File: src/rtl/reservation_station_entry_gen.sv
// reservation_station_entry_gen: one reservation-station entry with CDB operand wakeup and in-order ex-pointer gating.
// Define RS_ENTRY_AGE_EN to add the saturating oINFO_AGE wait counter.
module reservation_station_entry_gen #(
  parameter int DATA_W = 32,
  parameter int N_SRC  = 2,
  parameter int N_CDB  = 3,
  parameter int REG_W  = 6,
  parameter int TAG_W  = 6,
  parameter int CMD_W  = 5,
  parameter int PTR_W  = 4
) (
  input  logic                    iCLOCK,
  input  logic                    inRESET,
  input  logic                    iREMOVE_VALID,
  input  logic                    iEXOUT_VALID,
  input  logic                    iREGIST_VALID,
  input  logic [CMD_W-1:0]        iREGIST_CMD,
  input  logic [REG_W-1:0]        iREGIST_DEST_REGNAME,
  input  logic                    iREGIST_DEST_SYSREG,
  input  logic [TAG_W-1:0]        iREGIST_COMMIT_TAG,
  input  logic [31:0]             iREGIST_PC,
  input  logic [PTR_W-1:0]        iREGIST_EX_POINTER,
  input  logic [N_SRC-1:0]        iREGIST_SRC_VALID,
  input  logic [N_SRC-1:0]        iREGIST_SRC_SYSREG,
  input  logic [N_SRC*DATA_W-1:0] iREGIST_SRC,
  input  logic [N_CDB-1:0]        iCDB_VALID,
  input  logic [N_CDB-1:0]        iCDB_WRITEBACK,
  input  logic [N_CDB*REG_W-1:0]  iCDB_REGNAME,
  input  logic [N_CDB*DATA_W-1:0] iCDB_DATA,
  input  logic [PTR_W-1:0]        iEX_EXECUTION_POINTER,
  output logic                    oINFO_ENTRY_VALID,
  output logic                    oINFO_MATCHING,
  output logic [CMD_W-1:0]        oINFO_CMD,
  output logic [N_SRC-1:0]        oINFO_SRC_VALID,
  output logic [N_SRC-1:0]        oINFO_SRC_SYSREG,
  output logic [N_SRC*DATA_W-1:0] oINFO_SRC,
  output logic [REG_W-1:0]        oINFO_DEST_REGNAME,
  output logic                    oINFO_DEST_SYSREG,
  output logic [TAG_W-1:0]        oINFO_COMMIT_TAG,
  output logic [31:0]             oINFO_PC
`ifdef RS_ENTRY_AGE_EN
  ,
  output logic [7:0]              oINFO_AGE
`endif
);
  localparam logic [0:0] EMPTY = 1'b0;
  localparam logic [0:0] WAIT  = 1'b1;
  logic [0:0]              state;
  logic [CMD_W-1:0]        cmd;
  logic [REG_W-1:0]        dest_regname;
  logic                    dest_sysreg;
  logic [TAG_W-1:0]        commit_tag;
  logic [31:0]             pc;
  logic [PTR_W-1:0]        ex_pointer;
  logic                    matched;
  logic [N_SRC-1:0]        src_valid;
  logic [N_SRC-1:0]        src_sysreg;
  logic [N_SRC*DATA_W-1:0] src;
  logic [N_SRC-1:0]        hit;
  logic [N_SRC*DATA_W-1:0] hit_data;
  logic [REG_W-1:0]        lookup;
  logic                    clear;
  assign clear = !inRESET || iREMOVE_VALID || iEXOUT_VALID;
  // Awaited regname comes from the registration bus while empty, from the stored source while waiting.
  always_comb begin
    hit = '0;
    hit_data = '0;
    lookup = '0;
    for (int i = 0; i < N_SRC; i++) begin
      lookup = state == EMPTY ? iREGIST_SRC[i*DATA_W +: REG_W] : src[i*DATA_W +: REG_W];
      for (int k = N_CDB - 1; k >= 0; k--)
        if (iCDB_VALID[k] && iCDB_WRITEBACK[k] && iCDB_REGNAME[k*REG_W +: REG_W] == lookup) begin
          hit[i] = 1'b1;
          hit_data[i*DATA_W +: DATA_W] = iCDB_DATA[k*DATA_W +: DATA_W];
        end
    end
  end
  always_ff @(posedge iCLOCK) begin
    if (clear) begin
      state <= EMPTY;
      cmd <= '0;
      dest_regname <= '0;
      dest_sysreg <= 1'b0;
      commit_tag <= '0;
      pc <= '0;
      ex_pointer <= '0;
      matched <= 1'b0;
      src_valid <= '0;
      src_sysreg <= '0;
      src <= '0;
    end else if (state == EMPTY) begin
      if (iREGIST_VALID) begin
        state <= WAIT;
        cmd <= iREGIST_CMD;
        dest_regname <= iREGIST_DEST_REGNAME;
        dest_sysreg <= iREGIST_DEST_SYSREG;
        commit_tag <= iREGIST_COMMIT_TAG;
        pc <= iREGIST_PC;
        ex_pointer <= iREGIST_EX_POINTER;
        matched <= iREGIST_EX_POINTER == iEX_EXECUTION_POINTER;
        src_sysreg <= iREGIST_SRC_SYSREG;
        for (int i = 0; i < N_SRC; i++) begin
          src_valid[i] <= iREGIST_SRC_SYSREG[i] || iREGIST_SRC_VALID[i] || hit[i];
          src[i*DATA_W +: DATA_W] <= (iREGIST_SRC_SYSREG[i] || iREGIST_SRC_VALID[i] || !hit[i]) ?
            iREGIST_SRC[i*DATA_W +: DATA_W] : hit_data[i*DATA_W +: DATA_W];
        end
      end
    end else begin
      if (ex_pointer == iEX_EXECUTION_POINTER) matched <= 1'b1;
      for (int i = 0; i < N_SRC; i++)
        if (!src_valid[i] && hit[i]) begin
          src_valid[i] <= 1'b1;
          src[i*DATA_W +: DATA_W] <= hit_data[i*DATA_W +: DATA_W];
        end
    end
  end
`ifdef RS_ENTRY_AGE_EN
  logic [7:0] age;
  always_ff @(posedge iCLOCK) begin
    if (clear || state == EMPTY) age <= '0;
    else if (age != 8'hff) age <= age + 8'd1;
  end
  assign oINFO_AGE = age;
`endif
  assign oINFO_ENTRY_VALID  = state == WAIT;
  assign oINFO_MATCHING     = state == WAIT && &src_valid && matched;
  assign oINFO_CMD          = cmd;
  assign oINFO_SRC_VALID    = src_valid;
  assign oINFO_SRC_SYSREG   = src_sysreg;
  assign oINFO_SRC          = src;
  assign oINFO_DEST_REGNAME = dest_regname;
  assign oINFO_DEST_SYSREG  = dest_sysreg;
  assign oINFO_COMMIT_TAG   = commit_tag;
  assign oINFO_PC           = pc;
endmodule

File: config.mk
export PLATFORM = sky130hd
export DESIGN_NAME = reservation_station_entry_gen
export DESIGN_NICKNAME = d
export VERILOG_FILES = /design/src/rtl/reservation_station_entry_gen.sv
export SDC_FILE = /design/constraint.sdc
export NUM_CORES = 1
export LEC_CHECK = 0
export ABC_AREA = 1
export BUFFER_PORTS_ARGS = -buffer_cell sky130_fd_sc_hd__buf_2
export CAP_MARGIN = 15
export CORE_AREA = 2 2 146 148
export CTS_CLUSTER_SIZE = 30
export DETAILED_ROUTE_END_ITERATION = 10
export DIE_AREA = 0 0 148 150
export MAX_ROUTING_LAYER = met4
export PLACE_DENSITY = 0.81
export SLEW_MARGIN = 20
export SYNTH_ARGS = -nofsm -noshare
export SYNTH_HDL_FRONTEND = slang
export SYNTH_SLANG_ARGS = --single-unit
File: constraint.sdc
create_clock -name iCLOCK -period 4.2 [get_ports iCLOCK]
set_input_delay 0.63 -clock iCLOCK [delete_from_list [all_inputs] [get_ports iCLOCK]]
set_output_delay 0.63 -clock iCLOCK [all_outputs]
set_load 0.02 [all_outputs]
==> out/qor.yml <==
status:
  status: "completed"
clock_tree:
  insertion_delay_ns: 0.43
  cts_resized: 0
  cts-root-buf: "clkbuf_16"
  cts-hold-fix-buffers: 0
  clockBufferDepth: 2
  clk_pin_slew_ns: 0.07
  clock-sinks: 124
  cts_tree: "done"
  ctsHtreeMaxLevel: 4
  numCtsBuffers: 17
  cts_setup_buffers: 0
worst_setup_path:
  crit_chain: "inv_2, nand2_1, nand2_1, nand2_1, nand2_1, nand2_1, nor2_1, nand2_1, nand3_2, nand2_2, nand2_1, o21ai_0, a21oi_1"
  worst-path-max-fanout: 32
  path_buf_inv: 1
  crit_path_end_kind: "register"
  worstPathRequired_ns: 4.54
  slowest_delay_ns: 0.74
  cp_common_cell: "nand2_1"
  critPathSlowestCell: "nand2_1"
  critical_path_cell_count: 13
  path_delay_family: "simple AND/OR/NAND/NOR gates"
  worstSetupStartpointType: "register"
  worstSetupPathType: "register to register"
  crit_arrival_ns: 3.61
  rr_worst_depth: 13
pwr:
  power_w: 0.00334
  ir_drop_mv: 0.282
  switching_share_pct: 31.8
  powerDensity_mw_per_mm2: 291
  p_leak_nw: 6.97
  p_clk_share_pct: 45.9
  p_switching_w: 0.00106
  seqPwrFrac_pct: 36.5
  pwr-share-comb_pct: 17.7
  intPower_w: 0.00228
routing:
  viasPerCell: 5.21
  ant_nets: 0
  vias: 11500
  finalWirelength_um: 36700
  dr.pass1.iters: 6
  avgRoutedWirePerCell_um: 16.6
  drt_iter0_drc: 1138
  drc: 0
run:
  maxCapViolCount: 0
finish:
  post_route_cells_drive_above_1_share_pct: 23.0
  syn_to_final_growth_pct: 28.0
  nNetsFinal: 2171
synthesis:
  yosys_warnings: 0
  synthTopCellsByCount: "nand2_1, nand3_1, inv_1"
  netlist_area_sq_mm: 0.00896
  synth_top_area_cell: "dfxtp_1"
  avgSynthCellArea_sq_um: 5.57
  synthTopCellsByArea: "dfxtp_1, nand2_1, nand3_1, inv_1, nand3b_1"
  ys_types: 25
  synth_edf_count: 0
  synth_top_cell_area_share_pct: 27.7
  ys_ff_latch: 124
  seq_area_frac_synth_pct: 27.7
  synth_flop_cell: "dfxtp_1"
  async_flop_share_pct: 0
  synth.most_common_cell: "nand2_1"
  syn-instance-count: 1607
  syn_nets: 1858
timing:
  drv_slew: 0
  fmax_ghz: 0.306
  rsz0062_at_grt: "no"
  setup_tns_ns: 0
  finClkSkew_ns: 0.0110
  period_share_pct: 77.8
  relSlewSlack_pct: 32.5
  finalHoldViolations: 0
  whs_ns: 0.452
  setup_ws_ns: 0.932
  period_needed_ns: 3.27
  tightest_slew_ns: 1.01
  setup_violations: 0
placed_design:
  pre_cts_ws_ns: 1.05
  port_buffers: 370
  dp_hpwl_um: 27400
  place.gp.congestion: 1.08
global_route:
  grt_max_degree: 86
  grt_pass1_wl_um: 55700
  grt_pass1_vias: 10400
  grt_use_total_pct: 32.9
  antenna_found_initial: 5
  grt_overflow: 0
hold_path:
  hold_depth: 3
  hold_path_class: "input pin to register"
floorplan:
  fp.dieH_um: 150
  die_area_sq_mm: 0.0222
  rows: 53
  die_w_um: 148
  core-area_sq_mm: 0.0207
  initial_core_util_pct: 43.3
  pin_count: 371
power groups by stage:
stage	sequential [W]	clock (W)	combinational, W
floorplan	0.00127	0	0.000293
global placement	0.00124	0	0.000581
detailed placement	0.00124	0	0.000580
CTS	0.00122	0.00155	0.000584
global route	0.00122	0.00160	0.000649
finish	0.00122	0.00153	0.000590
path summary, 6_finish.rpt:
path                               startpoint                               end  slack, ns
min reg2reg  oINFO_COMMIT_TAG[2]$_SDFFE_PP0P_  oINFO_COMMIT_TAG[2]$_SDFFE_PP0P_       0.46
min                            iREGIST_CMD[1]         oINFO_CMD[1]$_SDFFE_PP0P_       0.45
max reg2reg      oINFO_ENTRY_VALID$_SDFF_PP0_   oINFO_SRC_VALID[1]$_SDFFE_PP0P_       0.93
max              oINFO_ENTRY_VALID$_SDFF_PP0_   oINFO_SRC_VALID[1]$_SDFFE_PP0P_       0.93
through the flow:
step,area [sq um],std cells,utilization [%]
2_1_floorplan,8960,1607,-
3_3_place_gp,10900,2176,52.5
3_5_place_dp,10900,2176,52.5
4_1_cts,11400,2208,55.3
5_1_grt,11500,2213,55.4
6_report,11500,2213,55.4
sequential cells by signal, summed over array words and instances, names as in the netlist, 2 cells and up:
register,count
oINFO_SRC,64
oINFO_PC,32
oINFO_COMMIT_TAG,6
oINFO_DEST_REGNAME,6
oINFO_CMD,5
ex_pointer,4
oINFO_SRC_SYSREG,2
oINFO_SRC_VALID,2
worst min-delay path: cells and delay by family:
family / cells / cell delay (ns)
AOI/OAI and AO/OA: 1 / 0.05
buffers and inverters: 1 / 0.09
and+or+nand+nor: 1 / 0.05
logic make-up after synthesis:
group	count (synthesis)	share of synthesized area (%)
AND/OR/NAND/NOR	1061	52.1
buffers and inverters	334	15.1
flip-flops	124	27.7
AO/OA/AOI/OAI	85	4.82
XOR/XNOR	3	0.293
layout make-up:
class / count / area, sq um
clock buffer: 18 / 439
timing repair buffer: 389 / 1990
clock inverter: 14 / 150
fill: 2123 / 9230
tap: 275 / 344
sequential: 124 / 2480
antenna: 5 / 12.5
multi-input combinational: 1149 / 5140
inverter: 239 / 900
layout by cell type, fill, tap and decap left out, drive strengths merged:
master,count
inv,246
a21oi,65
o21ai,16
nand2,600
bufinv,1
nor2,91
buf,389
nor3,3
clkbuf,18
diode,5
clkinvlp,3
nand4,7
dfxtp,124
o22ai,3
clkinv,3
nand3,303
xnor2,3
nand3b,57
o211ai,1
layer usage:
layer	GRT usage (%)	routed length, um	part of all wire, %
met1	40.7	14600	40
met2	52.1	16900	46
met3	6.37	3610	9.8
met4	14.8	1580	4.3
met5	-	0	0
Power figures use the tool's default switching activity.
